**src/rtl/riscv_pkg.sv**
```systemverilog
// riscv_pkg: shared width, fetch FSM state encoding and NOP constant
package riscv_pkg;
  localparam int XLEN = 32;
  localparam logic [31:0] NOP = 32'h0000_0013;
  typedef enum logic [1:0] {IDLE, WAIT, KILL} fetch_state_t;
endpackage

```
**src/rtl/fetch_fifo.sv**
```systemverilog
// fetch_fifo: synchronous instruction buffer with flush and fill count
module fetch_fifo #(
  parameter int FIFO_DEPTH = 4,
  parameter int WIDTH = 64
) (
  input  logic                          clk,
  input  logic                          rst,
  input  logic                          flush,
  input  logic                          wr_en,
  input  logic [WIDTH-1:0]              wr_data,
  input  logic                          rd_en,
  output logic [WIDTH-1:0]              rd_data,
  output logic                          empty,
  output logic [$clog2(FIFO_DEPTH):0]   count
);
  localparam int AW = $clog2(FIFO_DEPTH);
  logic [WIDTH-1:0] mem [FIFO_DEPTH];
  logic [AW-1:0] wptr, rptr;
  logic push, pop;
  // Head reads zero when empty so nothing stale ever leaks to decode
  always_comb begin
    empty = count == '0;
    push = wr_en && !flush && count != (AW+1)'(FIFO_DEPTH);
    pop = rd_en && !flush && !empty;
    rd_data = empty ? '0 : mem[rptr];
  end
  always_ff @(posedge clk) begin
    if (rst || flush) begin
      wptr <= '0;
      rptr <= '0;
      count <= '0;
    end else begin
      wptr <= wptr + AW'(push);
      rptr <= rptr + AW'(pop);
      count <= count + (AW+1)'(push) - (AW+1)'(pop);
    end
  end
  always_ff @(posedge clk)
    if (push) mem[wptr] <= wr_data;
endmodule

```
**src/rtl/fetch_unit.sv**
```systemverilog
// fetch_unit: single-outstanding instruction fetcher feeding a decode buffer
module fetch_unit #(
  parameter int XLEN = 32,
  parameter logic [XLEN-1:0] RESET_PC = '0,
  parameter int FIFO_DEPTH = 4
) (
  input  logic            clk,
  input  logic            rst,
  output logic            imem_req,
  output logic [XLEN-1:0] imem_addr,
  input  logic            imem_gnt,
  input  logic            imem_rvalid,
  input  logic [XLEN-1:0] imem_rdata,
  input  logic            redirect_valid,
  input  logic [XLEN-1:0] redirect_pc,
  output logic            inst_valid,
  input  logic            inst_ready,
  output logic [XLEN-1:0] inst_data,
  output logic [XLEN-1:0] inst_pc,
  output logic [XLEN-1:0] inst_pcplus4,
  output logic            misalign_err
);
  import riscv_pkg::*;
  localparam int CW = $clog2(FIFO_DEPTH) + 1;
  fetch_state_t state;
  logic [XLEN-1:0] fetch_pc, req_pc;
  logic [CW-1:0] count;
  logic [2*XLEN-1:0] head;
  logic retire, grant, enq, deq, empty;
  // Issue only when the reply slot is guaranteed to fit in the buffer
  always_comb begin
    retire = imem_rvalid && state != IDLE;
    imem_req = !rst && !redirect_valid && (state == IDLE || retire) &&
               (int'(count) + int'(state != IDLE) < FIFO_DEPTH);
    grant = imem_req && imem_gnt;
    enq = imem_rvalid && state == WAIT && !redirect_valid;
    inst_valid = !empty;
    deq = inst_valid && inst_ready && !redirect_valid;
    misalign_err = !rst && redirect_valid && |redirect_pc[1:0];
    imem_addr = fetch_pc;
    {inst_data, inst_pc} = head;
    inst_pcplus4 = inst_pc + XLEN'(4);
  end
  always_ff @(posedge clk) begin
    if (rst) begin
      state <= IDLE;
      fetch_pc <= RESET_PC;
      req_pc <= '0;
    end else begin
      if (grant) req_pc <= fetch_pc;
      fetch_pc <= redirect_valid ? {redirect_pc[XLEN-1:2], 2'b00} :
                  grant ? fetch_pc + XLEN'(4) : fetch_pc;
      state <= grant ? WAIT : retire ? IDLE :
               (redirect_valid && state == WAIT) ? KILL : state;
    end
  end
  fetch_fifo #(.FIFO_DEPTH(FIFO_DEPTH), .WIDTH(2*XLEN)) u_fifo (
    .clk(clk),
    .rst(rst),
    .flush(redirect_valid),
    .wr_en(enq),
    .wr_data({imem_rdata, req_pc}),
    .rd_en(deq),
    .rd_data(head),
    .empty(empty),
    .count(count)
  );
endmodule

```
**config.mk**
```make
export PLATFORM = sky130hd
export DESIGN_NAME = fetch_unit
export DESIGN_NICKNAME = d
export VERILOG_FILES = /design/src/rtl/riscv_pkg.sv /design/src/rtl/fetch_fifo.sv /design/src/rtl/fetch_unit.sv
export SDC_FILE = /design/constraint.sdc
export NUM_CORES = 1
export LEC_CHECK = 0
export CAP_MARGIN = 10
export CORE_MARGIN = 2
export CORE_UTILIZATION = 55
export DETAILED_ROUTE_END_ITERATION = 7
export PLACE_DENSITY = 0.83
export SYNTH_ARGS = -nofsm -noshare
export SYNTH_HDL_FRONTEND = slang
export SYNTH_SLANG_ARGS = --single-unit
```
**constraint.sdc**
```tcl
create_clock -name clk -period 20.4 [get_ports clk]
set_input_delay 2.04 -clock clk [delete_from_list [all_inputs] [get_ports clk]]
set_output_delay 2.04 -clock clk [all_outputs]
set_load 0.02 [all_outputs]
```
==> impl_metrics.json, run 1 <==
{
  "outcome": "finished clean",
  "clk_latency_ns": 0.55,
  "cts-resized-gates": 0,
  "synthXorXnorAreaFrac_pct": 2.35,
  "ant_nets": 0,
  "syn_area_um2": 13400,
  "synth_top_area_share_pct": 55.4,
  "dieArea_um2": 25700,
  "p_comb_share_pct": 3.8,
  "p_clk_share_pct": 43.1,
  "worst_ep_arrival_time_ns": 4.97,
  "relSlewSlack_pct": 27.6,
  "root_buffer": "clkbuf_16",
  "power.density_nw_per_um2": 79.7,
  "drv_slew": 0,
  "cts_sinks": 317,
  "synth_top_cell_by_area": "edfxtp_1",
  "synth_compound_area_share_pct": 5.23,
  "min_path_cells": 2,
  "antenna_found_initial": 0,
  "drc_errors": 0,
  "async_flop_share_pct": 0,
  "avgViaCountPerCell": 5.81,
  "htreeDepth": 1,
  "synthCells": 947,
  "synth_edf_count": 248,
  "synth_fa_ha_area_share_pct": 0.614,
  "synth_top_family_by_area": "simple AND/OR/NAND/NOR gates",
  "max_stage_delay_ns": 0.79,
  "nets": 1210,
  "drt-met1-wl_um": 12800,
  "place_congestion": 0.834,
  "initial_core_util_pct": 55.6,
  "total_leakage_power_uw": 0.00551,
  "design_area_um2": 16700,
  "grt_max_degree": 79,
  "wl_um": 29200,
  "power_switching_uw": 267,
  "yosysSeqAreaShare_pct": 65.7,
  "die_w_um": 160,
  "max_freq_ghz": 0.143,
  "cp.required_ns": 18.36,
  "rsz0062_at_grt": "no",
  "dr_wl_met2_um": 13400,
  "period_minus_slack_ns": 7.01,
  "final_util_pct": 69.1,
  "finalCritPeriodShare_pct": 34.4,
  "dr.pass1.iters": 5,
  "antenna_cells": 0,
  "hold_violations": 0,
  "setup_viol": 0,
  "grt_use_total_pct": 22.6,
  "cp_cell_sequence": "buf_4, mux4_1, or3_1, nor3_2, nor3b_1, xor2_1, clkdlybuf4s50_1",
  "ios": 201,
  "rows": 57,
  "drive_gt1_share_pct": 12.6,
  "critPathMaxFanout": 53,
  "netSwitchingFraction_pct": 20.0,
  "setup_tns_ns": 0,
  "p_int_uw": 1060,
  "synth_simple_gate_area_share_pct": 12.2,
  "syn_area_per_cell_um2": 14.2,
  "die_h_um": 160,
  "fin_hold_ws_ns": 0.503,
  "highest_layer": "met4",
  "ff2ff_path_depth": 8,
  "drv_cap": 0,
  "synth-seq-cells": 317,
  "syn_to_final_growth_pct": 24.2,
  "dr_wl_met3_um": 2280,
  "io_buffers": 194,
  "skew_ns": 0.0138,
  "max_slew.worst_pin.slew_ns": 1.08,
  "overflow": 0,
  "final_cell_mix": "edfxtp_1, clkdlybuf4s50_1, nand2_1, dfxtp_1, and2_1",
  "grt_pass1_vias": 8393,
  "core_um2": 24200,
  "drt_iter0_drc": 917,
  "ys.flop_type": "edfxtp_1",
  "cts_buffer_depth": 3,
  "peakVddDrop_mv": 0.0594,
  "synth_area_leaders": "edfxtp_1, dfxtp_1, mux4_2",
  "hp-class": "flop to flop",
  "power_frac_seq_pct": 53.1,
  "cts_buffers": 31,
  "ys_types": 61,
  "vias": 8619,
  "muxShareOfSynthArea_pct": 11.4,
  "grt_pass1_wl_um": 46100,
  "crit_path_start_kind": "flop",
  "crit_type": "flop to output port",
  "end_kind": "output port",
  "post_cts_buffers": 0,
  "layout_commonest_cell": "edfxtp_1",
  "wl_per_cell_um": 19.7,
  "clkTransAtPathRegs_ns": 0.06,
  "yosysWarnings": 0,
  "hold_buffers": 0,
  "dpl_cell_area_um2": 15700,
  "cts_tree": "done",
  "crit_slowest_cell": "buf_4",
  "dp_hpwl_um": 18200
}
## worst max-delay path, delay by kind of cell (launching register included)
kind	cells	cell delay, ns
flip-flops	1	0.71
AND/OR/NAND/NOR	3	1.40
buffers and inverters	2	1.43
XOR/XNOR	1	0.21
multiplexers	1	0.66
## registers in the layout, indices dropped and copies added, names as in the netlist
| register | cells |
|---|---|
| u_fifo.rptr | 2 |
| u_fifo.mem | 248 |
| u_fifo.wptr | 2 |
| state | 2 |
| req_pc | 30 |
| imem_addr | 30 |
| u_fifo.count | 3 |
## final timing paths
check                                      from                to  slack [ns]
worst max-delay path             u_fifo.rptr[0]  inst_pcplus4[30]       13.39
worst min-delay path                 req_pc[16]        req_pc[16]        0.50
worst max register to register  u_fifo.count[1]      imem_addr[5]       17.66
worst min register to register       req_pc[16]        req_pc[16]        0.50
## power by group through the flow
stage	registers (uW)	logic, uW	clock network [uW]
final	706	51.1	573
after global routing	706	55.0	610
after CTS	705	51.0	581
after detailed placement	719	50.5	0
after global placement	719	49.7	0
after floorplan	721	18.7	0
## cell families (layout without fill, tap and decap cells)
family / count (synthesis) / count (layout)
compound gates: 118 / 118
other cells: 1 / 6
flops: 317 / 317
fa+ha+maj: 6 / 6
xor+xnor: 36 / 36
simple gates: 321 / 321
mux: 72 / 72
buf+inv: 76 / 283
## stage by stage
stage | total power, uW | setup slack [ns] | instances
2_1_floorplan | 740 | 12.16 | 952
3_3_place_gp | 769 | 13.95 | 1425
3_5_place_dp | 770 | 13.90 | 1425
4_1_cts | 1340 | 13.30 | 1483
5_1_grt | 1370 | 13.03 | 1483
6_report | 1330 | 13.39 | 1483
## layer usage
| metal | GRT usage, % | vias to the layer above |
|---|---|---|
| li1 | - | 3918 |
| met1 | 33.3 | 4235 |
| met2 | 35.3 | 411 |
| met3 | 3.95 | 55 |
| met4 | 6.47 | 0 |
| met5 | 0 | - |
## cells in the mapped netlist, types with 3 or more instances
cell type	instances
and4_1	4
clkbuf_1	36
mux2_2	6
or3_1	5
nand4_1	11
nand2_1	114
o21ai_0	18
nand3_1	25
dfxtp_1	69
nor3b_1	5
and3_1	13
and2_1	63
nor3_1	7
ha_1	5
mux4_1	3
edfxtp_1	248
nand3b_1	3
a21oi_1	57
buf_2	9
inv_1	17
xor2_1	19
nor4_1	5
a31oi_1	10
mux2i_1	3
nor2_1	50
a22oi_1	4
o211ai_1	6
buf_6	3
a211oi_1	4
xnor2_1	17
buf_4	6
a32oi_1	5
nor3_2	3
mux4_2	60
## final cells by class
class / count / area, um^2
clock buffer: 49 / 938
fill: 1577 / 7480
clock inverter: 9 / 109
inverter: 20 / 76.3
multi-input combinational: 559 / 4310
sequential: 317 / 8840
timing repair buffer: 205 / 2020
tap: 324 / 405
Note: power is estimated with default switching activity, not from simulation.
==> run 2, diff against run 1 <==
--- a/config.mk
+++ b/config.mk
@@ -7,9 +7,9 @@
 export LEC_CHECK = 0
 export CAP_MARGIN = 10
 export CORE_MARGIN = 2
-export CORE_UTILIZATION = 55
+export CORE_UTILIZATION = 54
 export DETAILED_ROUTE_END_ITERATION = 7
-export PLACE_DENSITY = 0.83
+export PLACE_DENSITY = 0.82
 export SYNTH_ARGS = -nofsm -noshare
 export SYNTH_HDL_FRONTEND = slang
 export SYNTH_SLANG_ARGS = --single-unit
==> constraint.sdc (replaced) <==
create_clock -name clk -period 7.2 [get_ports clk]
set_input_delay 0.72 -clock clk [delete_from_list [all_inputs] [get_ports clk]]
set_output_delay 0.72 -clock clk [all_outputs]
set_load 0.02 [all_outputs]
==> run 2 against run 1 <==
Register-to-register slack got worse by 13 ns. Core utilization decreased by 0.54 points. Wire length increased by 3.9%. First-iteration DRC count down 14%. Final cell count is 0.13% lower. Design area hardly changed. Via count up 0.73%. Sequential share of layout area decreased by 0.051 points. Power increased to 2.9 times the previous value. Combinational power grew to 2.9 times the previous value. Non-clock buffer count did not move. Clock skew fell by 0.0044 ns.
==> impl_metrics.json, run 2 (synthesis gave the netlist of run 1 again) <==
{
  "cts-resized-gates": 0,
  "place_congestion": 0.823,
  "syn_to_final_growth_pct": 24.3,
  "initial_core_util_pct": 55.1,
  "max_freq_ghz": 0.174,
  "wl_per_cell_um": 20.5,
  "hold_buffers": 0,
  "rsz0062_at_grt": "no",
  "period_minus_slack_ns": 5.74,
  "cts_buffer_depth": 3,
  "grt_use_met2_pct": 35.5,
  "skew_ns": 0.00941,
  "top_usage_layer": "met2",
  "setup_tns_ns": 0,
  "worst_slack_ns": 1.46,
  "regMostFlops": "u_fifo.mem",
  "antenna_cells": 0,
  "dp_hpwl_um": 18900,
  "root_buffer": "clkbuf_16",
  "clk_latency_ns": 0.55,
  "setup_viol": 0,
  "avgViaCountPerCell": 5.86,
  "cp.required_ns": 6.48,
  "drive_gt1_share_pct": 12.3,
  "crit_path_start_kind": "flop",
  "finalCritPeriodShare_pct": 79.7,
  "grt.met1_usage_pct": 34.8,
  "cts_tree": "done",
  "nets": 1209,
  "ant_nets": 0,
  "layout_commonest_cell": "edfxtp_1",
  "ios": 201,
  "io_buffers": 194,
  "rows": 57,
  "grt_max_degree": 79,
  "clkTransAtPathRegs_ns": 0.06,
  "final_util_pct": 68.5,
  "dr.pass1.iters": 4,
  "final_cell_mix": "edfxtp_1, clkdlybuf4s50_1, nand2_1, dfxtp_1, and2_1",
  "total_leakage_power_uw": 0.00552,
  "drt_iter0_drc": 791,
  "cts_sinks": 317,
  "die_h_um": 162,
  "hold_violations": 0,
  "overflow": 0,
  "wl_um": 30300,
  "grt_pass1_wl_um": 47400,
  "fin_hold_ws_ns": 0.494,
  "antenna_found_initial": 0,
  "crit_path_start": "u_fifo.rptr[0]",
  "hp-class": "flop to flop",
  "largest_reg_flops": 248,
  "worst_ep_arrival_time_ns": 5.02,
  "end_kind": "output port",
  "relSlewSlack_pct": 28.1,
  "dieArea_um2": 26200,
  "cts_buffers": 30,
  "die_w_um": 162,
  "fin_total_pwr_uw": 3800,
  "hp-start": "req_pc[17]",
  "max_slew.worst_pin.slew_ns": 1.07,
  "grtUsageMet3_pct": 4.06,
  "post_cts_buffers": 0,
  "vias": 8682,
  "grt_pass1_vias": 8541,
  "critPathMaxFanout": 44,
  "outcome": "finished clean",
  "drc_errors": 0,
  "crit_type": "flop to output port",
  "pre_cts_slack_ns": 1.95,
  "worstReg2RegStart": "u_fifo.count[1]",
  "htreeDepth": 1,
  "grt_use_total_pct": 23.1,
  "drv_cap": 0,
  "peakVddDrop_mv": 0.160,
  "power.density_nw_per_um2": 228,
  "core_um2": 24400,
  "drv_slew": 0,
  "nFillCells": 1574
}
-- run 2: worst max-delay path: stages (launching register included) --
cell	delay, ns
dfxtp_4	0.92
buf_4	0.61
mux4_1	0.67
nor4_1	0.82
and3b_1	0.47
nand4_1	0.15
xnor2_1	0.15
clkdlybuf4s50_1	0.62
-- run 2: cell type report --
class	instances	area (um^2)	share of cell area, %
Sequential cell	317	8840	52.9
Multi-Input combinational cell	559	4310	25.8
Timing Repair Buffer	205	2020	12.1
Clock buffer	40	882	5.28
Tap cell	324	405	2.43
Clock inverter	16	181	1.09
Inverter	20	76.3	0.457
-- run 2: worst paths after layout --
kind                            end  slack (ns)  depth (start not counted)
hold reg to reg   u_fifo.mem[0][17]        0.49                          0
hold / removal    u_fifo.mem[0][17]        0.49                          0
setup reg to reg      imem_addr[30]        4.44                          8
setup / recovery   inst_pcplus4[23]        1.46                          7
-- run 2: metal layers --
layer | up-vias | wire, um | part of all wire [%]
met5 | - | 0 | 0
met4 | 0 | 651 | 2.1
met3 | 54 | 2740 | 9.0
met2 | 444 | 14000 | 46
met1 | 4265 | 12900 | 43
li1 | 3919 | - | -
-- run 2: where the power goes --
group	internal, uW	switching, uW	total [uW]	leakage [uW]
Combinational	71.5	74.5	146	0.00219
Sequential	1980	23.3	2000	0.00280
Clock	1000	657	1660	0.000526
Total	3050	755	3800	0.00552
-- run 2: through the flow --
stage | cells | area [um^2]
6_report | 1481 | 16700
4_1_cts | 1481 | 16700
5_1_grt | 1481 | 16700
2_1_floorplan | 952 | 13500
3_5_place_dp | 1425 | 15700
3_3_place_gp | 1425 | 15700
==> run 3, diff against run 2 <==
==> constraint.sdc (replaced) <==
create_clock -name clk -period 5.9 [get_ports clk]
set_input_delay 0.59 -clock clk [delete_from_list [all_inputs] [get_ports clk]]
set_output_delay 0.59 -clock clk [all_outputs]
set_load 0.02 [all_outputs]
==> run 3 against run 2 <==
First-iteration DRC count down 5.6%. Via count is 0.54% lower. Core utilization is 0.61 points lower. Largest cell class unchanged. Sequential share of layout area rose by 0.48 points. Worst hold slack worse by 0.099 ns. Power grew 14%. Critical endpoint is now inst_pcplus4[30]. Critical path depth grew 3. Clock power is 4% higher.
==> impl_metrics.json, run 3 (synthesis gave the netlist of run 1 again) <==
{
  "antenna_cells": 0,
  "avgViaCountPerCell": 5.82,
  "dr.pass1.iters": 5,
  "setup_tns_ns": 0,
  "max_freq_ghz": 0.184,
  "fin_total_pwr_uw": 4340,
  "clkTransAtPathRegs_ns": 0.06,
  "dieArea_um2": 26200,
  "cp.required_ns": 5.31,
  "core_um2": 24400,
  "rsz0062_at_grt": "no",
  "cts-resized-gates": 0,
  "cts_tree": "done",
  "nets": 1212,
  "vias": 8635,
  "hold_buffers": 0,
  "max_slew.worst_pin.slew_ns": 1.08,
  "worst_ep_arrival_time_ns": 4.86,
  "grt_pass1_vias": 8561,
  "regMostFlops": "u_fifo.mem",
  "grt_max_degree": 79,
  "peakVddDrop_mv": 0.183,
  "relSlewSlack_pct": 28.3,
  "final_cell_mix": "edfxtp_1, clkdlybuf4s50_1, nand2_1, dfxtp_1, and2_1",
  "finalCritPeriodShare_pct": 92.3,
  "drc_errors": 0,
  "drv_slew": 0,
  "crit_path_start_kind": "flop",
  "ios": 201,
  "power.density_nw_per_um2": 262,
  "largest_reg_flops": 248,
  "grt_use_total_pct": 22.7,
  "highest_layer": "met4",
  "skew_ns": 0.00854,
  "grt_pass1_wl_um": 46900,
  "dr_wl_met2_um": 13700,
  "critPathMaxFanout": 78,
  "wl_per_cell_um": 20.1,
  "root_buffer": "clkbuf_16",
  "initial_core_util_pct": 55.1,
  "htreeDepth": 1,
  "rows": 57,
  "hold_violations": 0,
  "total_leakage_power_uw": 0.00543,
  "crit_type": "flop to output port",
  "syn_to_final_growth_pct": 23.2,
  "io_buffers": 194,
  "cts_buffer_depth": 3,
  "antenna_found_initial": 0,
  "die_h_um": 162,
  "fin_hold_ws_ns": 0.395,
  "wl_um": 29900,
  "outcome": "finished clean",
  "die_w_um": 162,
  "drive_gt1_share_pct": 11.7,
  "hp-class": "primary input to flop",
  "drt-met1-wl_um": 13000,
  "nFillCells": 1649,
  "place_congestion": 0.813,
  "post_cts_buffers": 0,
  "drt_iter0_drc": 747,
  "end_kind": "output port",
  "setup_viol": 0,
  "dr_wl_met3_um": 2430,
  "clk_latency_ns": 0.54,
  "dp_hpwl_um": 19100,
  "drv_cap": 0,
  "cts_buffers": 30,
  "cts_sinks": 317,
  "ant_nets": 0,
  "overflow": 0,
  "layout_commonest_cell": "edfxtp_1",
  "period_minus_slack_ns": 5.45
}
[run 3: per-stage QoR]
step,setup slack (ns),cells,utilization [%],instance area (um^2)
finish,0.452,1483,67.9,16600
global route,0.230,1483,67.9,16600
detailed placement,0.992,1428,64.3,15700
floorplan,1.14,952,-,13500
global placement,1.09,1428,64.3,15700
CTS,0.394,1483,67.9,16600
[run 3: final timing paths]
path	from	end	slack, ns	cells after the start
setup / recovery	u_fifo.rptr[1]	inst_pcplus4[30]	0.45	10
hold / removal	rst	u_fifo.wptr[0]	0.39	3
setup reg to reg	u_fifo.count[0]	u_fifo.mem[3][37]	3.02	5
hold reg to reg	req_pc[9]	req_pc[9]	0.50	2
[run 3: worst max-delay path: stages (launching register included)]
cell and delay, ns:
dfxtp_4 1.03, mux4_2 0.43, and2_1 0.17, ha_1 0.21
nor2b_1 0.16, a2bb2oi_1 0.09, or3_1 0.42, nor3_2 0.67
nor3b_1 0.33, xor2_1 0.17, clkdlybuf4s50_1 0.62
[run 3: area by class of cell]
cell class	count	area [um^2]	area share, %
flip-flops and latches	317	8840	53.3
multi-input cells	559	4320	26.1
repair buffers	208	2040	12.3
clock buffers	34	787	4.75
well taps	324	405	2.45
clock inverters	21	98.8	0.597
inverters	20	76.3	0.461
[run 3: where the power goes]
group          switching (uW)  total, uW  internal, uW
Combinational            90.5        178          87.4
Clock                     771       1720           949
Sequential               28.0       2440          2410
Total                     889       4340          3450
[run 3: per-layer routing]
| metal | track usage, % | vias to the layer above |
|---|---|---|
| met5 | 0 | - |
| met4 | 6.11 | 0 |
| met3 | 3.63 | 61 |
| met2 | 35.7 | 432 |
| met1 | 33.5 | 4217 |
| li1 | - | 3925 |
==> variant, RTL diff (settings of run 2) <==
Encoding of `fetch_state_t`: now one-hot (3 bits for 3 states).
--- a/src/rtl/riscv_pkg.sv
+++ b/src/rtl/riscv_pkg.sv
@@ -2,6 +2,6 @@
 package riscv_pkg;
   localparam int XLEN = 32;
   localparam logic [31:0] NOP = 32'h0000_0013;
-  typedef enum logic [1:0] {IDLE, WAIT, KILL} fetch_state_t;
+  typedef enum logic [2:0] {IDLE = 3'b001, WAIT = 3'b010, KILL = 3'b100} fetch_state_t;
 endpackage
 
Formal check against the unedited RTL: no difference found for any inputs over 4 cycles, from zero or initial values and one cycle with rst high; so few cycles prove little.
==> variant against run 2 <==
Sequential cell count rose by 1. Wire length grew 2.1%. Register-to-register slack lost 0.17 ns. Global-route usage rose by 0.065 points. Hold slack better by 0.0089 ns. Critical endpoint is now inst_pcplus4[22]. Cell count up 1.3%. Synthesized cell count is 1.6% higher. Worst setup slack gained 0.58 ns. Design area up 0.73%. Via count is 1.7% higher. Largest power group unchanged. Synthesized area is 1.4% higher. Power is 0.77% lower. Critical path type unchanged. Fmax rose by 11%.
==> variant: results (changes against run 2) <==
- Synth top area cells: edfxtp_1 (55%), dfxtp_1 (10%), mux4_2 (8.1%)
- R2r startpoint: state[0]$_SDFFE_PP1P_
- Dpl ws: 2.66 ns (+0.712 ns)
- HPWL Detailed: 19.3 mm (+1.8%)
- Drt total wl: 30.9 mm (+2.1%)
- Met1 usage: 0.341 (-0.00636)
- Worst hold path stage count: 2 (+2)
- R2r setup slk: 4.27 ns (-0.17 ns)
- Hold Crit Endpoint: req_pc[19]$_SDFFE_PP0P_
- R2R cell count: 7 (-1)
- Global-route wire length before repair: 48.1 mm (+1.5%)
- Layout cells sized above 1: 0.115 (-0.00725)
- Crit-path slowest cell: dfxtp_4
- Worst Clk Skew: 0.0198 ns (+0.0104 ns)
- M2 GR Usage: 0.366 (+0.0112)
- Largest net degree at the start of global routing: 74 (-6.3%)
- Mean post-synth cell area: 14.2 µm² (-0.15%)
- Clock power share: 0.433 (-0.003)
- TritonCTS Buffers: 31 (+3.3%)
- Total GRT Usage: 0.232 (+0.000654)
- Placed Instances: 1442 (+1.2%)
- Sequential-to-total area share from yosys stat: 0.649 (-0.00781)
- Placed Area: 15800 µm² (+0.94%)
- DR iter-0 viols: 795 (+0.51%)
- Vias per cell: 5.88 (+0.37%)
- Switching share of power: 0.201 (+0.00308)
- Crit path max fanout: 73 (+66%)
- Unique cell type count in the Yosys netlist: 55 (-9.8%)
- DRT Pass-1 Iters: 5 (+1)
- Sequential group power: 2.00 mW (about the same)
- Max frequency: 194 MHz (+11%)
- Most frequent cells after synthesis: edfxtp_1 (248), nand2_1 (131), dfxtp_1 (70)
- Run status: complete, no violations
- Global-route track usage on met3: 0.0402 (-0.000368)
- Min-delay src: req_pc[19]$_SDFFE_PP0P_
- GPL Wtd Cong: 0.856 (+4.1%)
- Least-Margin Pin Slew: 1.03 ns (-0.0468 ns)
- Initial antenna violation count: 1 (+1)
- Peak supply drop: 0.197 mV (+23%)
- Worst hold margin: 0.502 ns (+0.00885 ns)
- Worst stage delay on the critical path: 1.00 ns (+0.08 ns)
- CP arrival: 4.44 ns (-0.58 ns)
- Leak Pwr: 5.49 nW (-0.54%)
- Cell Count, Final, Fillers Out: 1500 (+1.3%)
- CP Capture Point: inst_pcplus4[22]
- Vias in the first global route: 8565 (+0.28%)
- Nets: 1221 (+0.99%)
- RR Endpoint: imem_addr[16]$_SDFFE_PP0P_
- Crit path launch: u_fifo.rptr[1]$_SDFF_PP0_
-- variant: changes by cell type in the layout (fill, tap and decap cells not counted), sizes merged, moves of 5 or more --
cell    change
nor3       +15
and2        -8
nor4       +11
o211ai      -5
nor2        -9
nand2      +17
a32oi       -5
o311ai      +5
-- variant: logic make-up after synthesis --
| kind of cell | synth area share |
|---|---|
| xor+xnor | 0.0231 |
| other cells | 0.000275 |
| simple gates | 0.136 |
| flops | 0.649 |
| buf+inv | 0.0277 |
| compound gates | 0.0438 |
| mux | 0.114 |
| fa+ha+maj | 0.00606 |
-- variant: final cells by class --
class                           instances  area (µm²)
Sequential cell                       318        8860
Fill cell                            1652        8130
Multi-Input combinational cell        574        4450
Timing Repair Buffer                  205        2020
Clock buffer                           42         847
Tap cell                              330         413
Clock inverter                         15         189
Inverter                               15        56.3
Antenna cell                            1        2.50
-- variant: layer usage --
metal / vias up / share of wire
met5: - / 0
met4: 0 / 0.020
met3: 55 / 0.087
met2: 467 / 0.47
met1: 4308 / 0.42
li1: 3996 / -
